<file path="src/rtl/mips_muldiv_pkg.sv">
// Shared definitions for the iterative MIPS multiply/divide unit.
package mips_muldiv_pkg;

  typedef enum logic [1:0] {
    OP_MULT  = 2'b00,
    OP_MULTU = 2'b01,
    OP_DIV   = 2'b10,
    OP_DIVU  = 2'b11
  } muldivOpE;

  typedef enum logic [1:0] {
    IDLE,
    CALC,
    FINISH
  } muldivStateE;

  // LO value written on divide-by-zero; sliced down to the configured width.
  localparam logic [127:0] DIV0_LO = '1;

endpackage

</file>
<file path="src/rtl/mips_muldiv_sign_fix.sv">
// Conditional two's-complement negation of the product, quotient and remainder.
module muldiv_sign_fix #(
  parameter int W = 32
) (
  input  logic           negProd,
  input  logic [2*W-1:0] prodIn,
  output logic [2*W-1:0] prodOut,
  input  logic           negQuot,
  input  logic [W-1:0]   quotIn,
  output logic [W-1:0]   quotOut,
  input  logic           negRem,
  input  logic [W-1:0]   remIn,
  output logic [W-1:0]   remOut
);

  always_comb begin
    prodOut = negProd ? -prodIn : prodIn;
    quotOut = negQuot ? -quotIn : quotIn;
    remOut  = negRem  ? -remIn  : remIn;
  end

endmodule

</file>
<file path="src/rtl/mips_muldiv_unit.sv">
// Iterative MULT/MULTU/DIV/DIVU unit with HI/LO registers; W+1 cycle latency,
// stall request to hazard logic and flush for squashed instructions.
module mips_muldiv_unit
  import mips_muldiv_pkg::*;
#(
  parameter int DATA_WIDTH = 32
) (
  input  logic                  clk,
  input  logic                  reset,
  input  logic                  start,
  input  logic [1:0]            op,
  input  logic [DATA_WIDTH-1:0] rs_data,
  input  logic [DATA_WIDTH-1:0] rt_data,
  input  logic                  mthi,
  input  logic                  mtlo,
  input  logic [DATA_WIDTH-1:0] hi_wdata,
  input  logic [DATA_WIDTH-1:0] lo_wdata,
  input  logic                  hilo_rd,
  input  logic                  flush,
  output logic [DATA_WIDTH-1:0] hi,
  output logic [DATA_WIDTH-1:0] lo,
  output logic                  busy,
  output logic                  done,
  output logic                  stall_req
);

  localparam int W  = DATA_WIDTH;
  localparam int CW = $clog2(DATA_WIDTH);
  localparam logic [CW-1:0] CNT_LAST = CW'(W - 1);

  muldivStateE    state;
  muldivOpE       opReg;
  logic           signA;
  logic           signB;
  logic           divZero;
  logic [W-1:0]   rsRaw;
  logic [W-1:0]   bReg;
  logic [2*W-1:0] acc;
  logic [W-1:0]   remReg;
  logic [CW-1:0]  cnt;
  logic [W-1:0]   hiReg;
  logic [W-1:0]   loReg;
  logic           doneReg;

  logic           signedIn;
  logic [W-1:0]   absRs;
  logic [W-1:0]   absRt;
  logic           opIsDiv;
  logic [W:0]     mulSum;
  logic [W:0]     divTrial;
  logic           divGe;
  logic [W-1:0]   divDiff;
  logic [2*W-1:0] prodFix;
  logic [W-1:0]   quotFix;
  logic [W-1:0]   remFix;

  always_comb begin
    signedIn = ~op[0];
    absRs    = (signedIn && rs_data[W-1]) ? -rs_data : rs_data;
    absRt    = (signedIn && rt_data[W-1]) ? -rt_data : rt_data;
    opIsDiv  = (opReg == OP_DIV) || (opReg == OP_DIVU);
    // Multiply: acc = {partial product, remaining multiplier bits}.
    mulSum   = {1'b0, acc[2*W-1:W]} + {1'b0, bReg & {W{acc[0]}}};
    // Divide: acc[W-1:0] shifts dividend bits out and quotient bits in.
    divTrial = {remReg, acc[W-1]};
    divGe    = (divTrial >= {1'b0, bReg});
    divDiff  = divTrial[W-1:0] - bReg;
  end

  muldiv_sign_fix #(.W(W)) uSignFix (
    .negProd (signA ^ signB),
    .prodIn  (acc),
    .prodOut (prodFix),
    .negQuot (signA ^ signB),
    .quotIn  (acc[W-1:0]),
    .quotOut (quotFix),
    .negRem  (signA),
    .remIn   (remReg),
    .remOut  (remFix)
  );

  always_ff @(posedge clk or posedge reset) begin
    if (reset) begin
      state   <= IDLE;
      opReg   <= OP_MULT;
      signA   <= 1'b0;
      signB   <= 1'b0;
      divZero <= 1'b0;
      rsRaw   <= '0;
      bReg    <= '0;
      acc     <= '0;
      remReg  <= '0;
      cnt     <= '0;
      hiReg   <= '0;
      loReg   <= '0;
      doneReg <= 1'b0;
    end else begin
      doneReg <= 1'b0;
      unique case (state)
        IDLE: begin
          if (start && !flush) begin
            opReg   <= muldivOpE'(op);
            signA   <= signedIn & rs_data[W-1];
            signB   <= signedIn & rt_data[W-1];
            divZero <= (rt_data == '0);
            rsRaw   <= rs_data;
            bReg    <= op[1] ? absRt : absRs;
            acc     <= {{W{1'b0}}, (op[1] ? absRs : absRt)};
            remReg  <= '0;
            cnt     <= '0;
            state   <= CALC;
          end else begin
            if (mthi) hiReg <= hi_wdata;
            if (mtlo) loReg <= lo_wdata;
          end
        end
        CALC: begin
          if (flush) begin
            state <= IDLE;
          end else begin
            if (opIsDiv) begin
              acc    <= {acc[2*W-1:W], acc[W-2:0], divGe};
              remReg <= divGe ? divDiff : divTrial[W-1:0];
            end else begin
              acc <= {mulSum, acc[W-1:1]};
            end
            cnt <= cnt + 1'b1;
            if (cnt == CNT_LAST) state <= FINISH;
          end
        end
        FINISH: begin
          if (!flush) begin
            if (!opIsDiv) begin
              hiReg <= prodFix[2*W-1:W];
              loReg <= prodFix[W-1:0];
            end else if (divZero) begin
              hiReg <= rsRaw;
              loReg <= DIV0_LO[W-1:0];
            end else begin
              hiReg <= remFix;
              loReg <= quotFix;
            end
            doneReg <= 1'b1;
          end
          state <= IDLE;
        end
        default: state <= IDLE;
      endcase
    end
  end

  always_comb begin
    hi        = hiReg;
    lo        = loReg;
    done      = doneReg;
    busy      = (state != IDLE);
    stall_req = busy & (start | hilo_rd | mthi | mtlo);
  end

endmodule

</file>
<file path="config.mk">
export PLATFORM = sky130hd
export DESIGN_NAME = mips_muldiv_unit
export DESIGN_NICKNAME = d
export VERILOG_FILES = /design/src/rtl/mips_muldiv_pkg.sv /design/src/rtl/mips_muldiv_sign_fix.sv /design/src/rtl/mips_muldiv_unit.sv
export SDC_FILE = /design/constraint.sdc
export NUM_CORES = 1
export LEC_CHECK = 0
export BUFFER_PORTS_ARGS = -buffer_cell sky130_fd_sc_hd__buf_2
export CAP_MARGIN = 20
export CORE_MARGIN = 2
export CORE_UTILIZATION = 60
export CTS_CLUSTER_DIAMETER = 50
export DETAILED_ROUTE_END_ITERATION = 7
export MAX_ROUTING_LAYER = met4
export PLACE_DENSITY = 0.81
export SYNTH_ARGS = -nofsm -noshare
export SYNTH_HDL_FRONTEND = slang
export SYNTH_SLANG_ARGS = --single-unit
</file>
<file path="constraint.sdc">
create_clock -name clk -period 12.3 [get_ports clk]
set_input_delay 3.075 -clock clk [delete_from_list [all_inputs] [get_ports clk]]
set_output_delay 3.075 -clock clk [all_outputs]
set_load 0.02 [all_outputs]
</file>
==> metrics.txt, run 1 <==
post-CTS setup buffers 0; ys async rst share 100%; initial drt markers 1982; number of I/O pins 204; Post-CTS Resized 0; die width 177 µm; first-pass GRT wire length 92000 µm; Post-DRT Antenna Nets 0; initial antenna violation count 1; Synth Register Bits 236; GRT overflow 0; CP most frequent cell buf_2; area grow syn2layout 14.2%; Vias 18100; dpl cell area 0.0192 mm²; RSZ-0062 raised after global routing false; Die ar. 0.0315 mm²; Post-Layout Inst Area 0.0206 mm²; crit start category input port; clock-pin slew on the worst setup and hold paths 60 ps; Crit. End Element output pin; vias in the first global route 16400; worst-path cell chain buf_2, o41a_1, buf_2; maximum root-to-sink buffer count 3; crit path time final 6810 ps; synthesized area 0.0180 mm²; clk_lat worst skew 520 ps; starting density of the core 60.9%; FF/Latch Area 0.00591 mm²; CP arrival 3740 ps; Max FO, Critical Path 1; Pwr Total 0.00346 W; largest net degree at the start of global routing 155; Pleak 9.57 nW; HP Class reg2reg; Ys Warns 0; Remaining DRCs 0; slowest cell on the critical path o41a_1; # Max-Cap Violations 0; Avg Inst Size Synth 7.99 µm²; die height 177 µm; Worst R2R Setup Slack 7940 ps; status finished, final reports clean; IO buf count 203; worst-margin pin slew 1080 ps; Pre-antenna DRT Iters 5; Placer Congestion 1.05; Multi-input gate area 0.0114 mm²; crit path kind in2out; Global Route Usage Sum 38.9%; Max Slew Vio Count 0; Cell Pwr Density 168 mW/mm²; Peak Freq 147 MHz; cell row count 63; most frequent cells in the layout nand2_1, dfrtp_1, o21ai_0, buf_2, a21oi_1; cts bufs inserted 36; crit share post-route 55.4%; Setup violations, final 0; Clock Skew 10.6 ps; final hold vios 0; CTS Sinks 236; sequential element share of the synthesized area 32.7%; CTS Root Cell clkbuf_16; Final #Nets 2596; drt via density 6.45; filler instances 2472; Post-synth EDFFs 0; Synth cell types 83; commonest non-fill, non-tap cell in the layout nand2_1; Routed Wire Length 60800 µm; Mapped Cells 2257; CTS Hold Bufs 0; hpwl dp 45300 µm; Top FF cell, synth dfrtp_1; Slew HR 28.0%; Sum Neg Setup Slack 0 ps; wire length per cell 21.7 µm; WP data required 9220 ps; H-tree Lvls 2; core area 0.0296 mm²; CTS tree done; Peak VDD IR 0.112 mV; share of cells above drive strength 1 14.7%; Synth Net Count 2466; Worst path max stage delay 410 ps
## per-stage QoR
stage               hold WS (ps)  utilization (%)  worst slack (ps)  cells
floorplan                    437                -              2750   2257
global placement             455             64.9              5490   2733
detailed placement           463             64.9              5480   2735
CTS                          476             69.2              5480   2799
global route                 496             69.5              5470   2804
finish                       471             69.5              5490   2804
## worst paths after layout
check | from | end | cells after the start
worst min register to register | lo[11]$_DFFE_PP0P_ | lo[11]$_DFFE_PP0P_ | 2
worst min-delay path | lo[11]$_DFFE_PP0P_ | lo[11]$_DFFE_PP0P_ | 2
min in group asynchronous | reset | lo[30]$_DFFE_PP0P_ | 2
worst max-delay path | hilo_rd | stall_req | 3
worst max register to register | acc[0]$_DFFE_PP0P_ | acc[56]$_DFFE_PP0P_ | 12
max in group asynchronous | reset | remReg[20]$_DFFE_PP0P_ | 5
## registers in the layout (all words and copies together), names as in the netlist
signal   cells
acc         64
bReg        32
cnt          5
divZero      1
done         1
hi          32
lo          32
opReg        1
remReg      32
rsRaw       32
signA        1
signB        1
state        2
## Yosys cell counts, types with 29 or more instances
master,number,area (µm²)
nand2_1,329,1230
dfrtp_1,236,5910
o21ai_0,229,1150
a21oi_1,192,961
nor2_1,190,713
clkbuf_1,115,432
xnor2_1,100,876
xor2_1,94,823
ha_1,70,876
inv_1,65,244
mux2i_1,63,631
nor3_1,42,210
a21o_1,37,278
o22ai_1,36,225
o211ai_1,35,263
nand3_1,32,160
o31ai_1,29,218
## layout make-up
type	count	area share, %
Multi-Input combinational cell	1817	55.3
Sequential cell	236	28.7
Timing Repair Buffer	231	6.26
Clock buffer	43	4.80
Tap cell	390	2.37
Clock inverter	21	1.36
Inverter	65	1.22
Antenna cell	1	0.0121
## cell families (layout without fill, tap and decap cells)
group / after synthesis / in the layout / synth area share, %
buffers and inverters: 204 / 360 / 4.32
AOI/OAI and AO/OA: 706 / 706 / 24.2
DFF: 236 / 236 / 32.7
muxes: 72 / 72 / 4.06
and+or+nand+nor: 773 / 773 / 20.1
adders and majority gates: 72 / 72 / 5.08
other: 0 / 1 / 0
xor gates and xnor gates: 194 / 194 / 9.42
## critical path, delay by kind of cell
| kind | cells | cell delay (ps) |
|---|---|---|
| compound gates | 1 | 410 |
| buf+inv | 2 | 250 |
## report_power, final
part | internal [W] | switching, W | total [W] | leakage, nW
Sequential | 0.000925 | 0.000204 | 0.00113 | 2.97
Combinational | 0.000468 | 0.000774 | 0.00124 | 5.98
Clock | 0.000687 | 0.000399 | 0.00109 | 0.617
Total | 0.00208 | 0.00138 | 0.00346 | 9.57
## routing by layer
layer / global-route usage, % / routed length (µm) / vias to the layer above
met1: 55.0 / 25600 / 8584
met5: - / 0 / -
met2: 55.3 / 25700 / 1006
met4: 15.3 / 2690 / 0
li1: - / - / 8347
met3: 6.94 / 6790 / 143
Power figures use the tool's default switching activity.
==> run 2, diff against run 1 <==
ABC_AREA = 1   (was not set)
CORE_UTILIZATION = 55   (was 60)
PLACE_DENSITY = 0.77   (was 0.81)
clock period = 6.25 ns   (was 12.3 ns; I/O delays follow)
==> metrics.txt, run 2 <==
crit start category input port; filler instances 3630 (+47%); status finished, final reports clean; initial drt markers 2999 (+51%); CTS tree done; crit path kind in2out; area grow syn2layout 12.2%; CTS Sinks 236 (unchanged); Peak Freq 268 MHz; die width 198 µm (+12%); dpl cells 4051 (+48%); Placer Congestion 1.09 (+3.6%); crit path time final 3740 ps; most frequent cell after synthesis nand2_1; Multi-input gate area 0.0129 mm² (+14%); first-pass GRT wire length 133000 µm (+44%); area fraction of the dominant cell type after synthesis 28.4% (-4.3 points); Final #Nets 3782 (+46%); maximum root-to-sink buffer count 3 (unchanged); Max Slew Vio Count 0 (unchanged); Peak VDD IR 0.224 mV (+99%); Area contributors post-synth dfrtp_1, nand2_1, nand3_1; worst-path cell chain buf_2, nor4_1, nor2_1, buf_2; Top reg by flops acc; Hold Crit Start hi[14]$_DFFE_PP0P_; GRT overflow 0 (unchanged); Mapped Cells 3438 (+52%); CTS Root Cell clkbuf_16; wire length per cell 21.5 µm (-0.70%); Post-DRT Antenna Nets 0 (unchanged); Global Route Usage Sum 46.2% (+7.3 points); starting density of the core 55.5% (-5.3 points); Post-CTS Resized 0 (unchanged); worst hold slack 474 ps (+2.76 ps); Final Instance Count excl. Fillers 4114 (+47%); largest net degree at the start of global routing 184 (+19%); HP Class reg2reg; sequential element share of the synthesized area 28.4% (-4.3 points); Clock Skew 20.8 ps (+10.2 ps); number of I/O pins 204 (unchanged); Worst R2R Setup Slack 2740 ps (-5200 ps); synthesized area 0.0208 mm² (+15%); H-tree Lvls 1 (-1); die height 198 µm (+12%); final hold vios 0 (unchanged); Synth Net Count 3647 (+48%); max reg flops 64 (unchanged); most frequent cells in the layout nand2_1, nor2_1, inv_1, nand3_1, dfrtp_1; Die ar. 0.0393 mm² (+25%); Pre-antenna DRT Iters 8 (+3); Max FO, Critical Path 2 (+1); ys async rst share 100% (unchanged); Yosys top cell by area dfrtp_1; post-CTS setup buffers 0 (unchanged); crit share post-route 59.8%; commonest non-fill, non-tap cell in the layout nand2_1; Crit path max-delay family buffers and inverters; Post-synth EDFFs 0 (unchanged); Pleak 12.3 nW (+29%); number of cells on the worst hold path 2 (unchanged); vias in the first global route 22900 (+39%); worst-margin pin slew 1260 ps (+186 ps); WP data required 4690 ps (-4530 ps); Pwr Total 0.00680 W (+97%); drt via density 6.05 (-6.2%); WHS Endpoint hi[14]$_DFFE_PP0P_; cts bufs inserted 30 (-17%); Sum Neg Setup Slack 0 ps (unchanged); share of cells above drive strength 1 8.62% (-6.1 points); Synth top cells by count nand2_1, nor2_1, inv_1; Synth cell types 47 (-43%); clock-pin slew on the worst setup and hold paths 60 ps (about the same); Routed Wire Length 88600 µm (+46%); Vias 24900 (+38%); hpwl dp 69600 µm (+54%); Ys Warns 0 (unchanged); # Max-Cap Violations 0 (unchanged); core area 0.0374 mm² (+26%); Avg Inst Size Synth 6.04 µm² (-24%); Setup violations, final 0 (unchanged); R2R depth 9 (-3); RSZ-0062 raised after global routing false; initial antenna violation count 5 (+4); FF/Latch Area 0.00591 mm² (about the same); Synth Register Bits 236 (unchanged); IO buf count 203 (unchanged); CP most frequent cell buf_2; Remaining DRCs 0 (unchanged); Crit. End Element output pin; Worst path max stage delay 230 ps (-180 ps); CP arrival 2170 ps (-1570 ps); clk_lat worst skew 590 ps (+70 ps); Slew HR 15.7% (-12 points); slowest cell on the critical path nor4_1; CTS Hold Bufs 0 (unchanged); RR Startpoint state[0]$_DFFE_PP0P_; Cell Pwr Density 292 mW/mm² (+74%); Top FF cell, synth dfrtp_1; cell row count 71 (+13%); crit path buf inv count 2 (unchanged); RR Endpoint acc[32]$_DFFE_PP0P_
## run 2: cell families (layout without fill, tap and decap cells)
family	Yosys count	in the layout	synth area share, %
and+or+nand+nor	2006	2006	39.6
DFF	236	236	28.4
other	0	6	0
xor gates and xnor gates	84	84	3.54
buffers and inverters	516	675	9.46
AOI/OAI and AO/OA	524	524	14.6
adders and majority gates	72	72	4.41
## run 2: worst max path at each step
stage,start,endpoint,slack [ps],cells past startpoint
after floorplan,reset,acc[0]$_DFFE_PP0P_,1600,1
after global placement,flush,remReg[24]$_DFFE_PP0P_,2210,10
after detailed placement,flush,remReg[8]$_DFFE_PP0P_,2120,10
after CTS,mthi,stall_req,2530,4
after global routing,mthi,stall_req,2470,4
final,mthi,stall_req,2510,4
## run 2: report_power, final
| part | total, W | internal, W | switching (W) |
|---|---|---|---|
| combinational | 0.00267 | 0.000816 | 0.00185 |
| sequential | 0.00220 | 0.00180 | 0.000401 |
| clock | 0.00193 | 0.00117 | 0.000758 |
## run 2: through the flow
step / utilization (%) / cell area (µm²) / setup slack (ps)
after floorplan: - / 20800 / 1600
after global placement: 59.3 / 22200 / 2210
after detailed placement: 59.3 / 22200 / 2120
after CTS: 62.2 / 23300 / 2530
after global routing: 62.3 / 23300 / 2470
final: 62.3 / 23300 / 2510
## run 2: final cells by class
cell class | count | share of cell area (%)
inverters | 393 | 6.34
well taps | 511 | 2.74
multi-input cells | 2686 | 55.5
diodes | 6 | 0.0644
clock buffers | 39 | 3.63
repair buffers | 226 | 5.24
flip-flops and latches | 236 | 25.3
clock inverters | 17 | 1.12
## run 2: tightest hold or removal path, cell delays in order, from the launching register on
cell and delay [ps]:
dfrtp_1 340, nand2_1 50, nand2_1 60
## run 2: routing by layer
metal  vias up  wire length, µm  track usage, %
met5         -                0               -
met4         0             6700            29.6
met3       321            11600            11.9
met2      1698            36600            67.1
met1     11400            33700            56.9
li1      11500                -               -
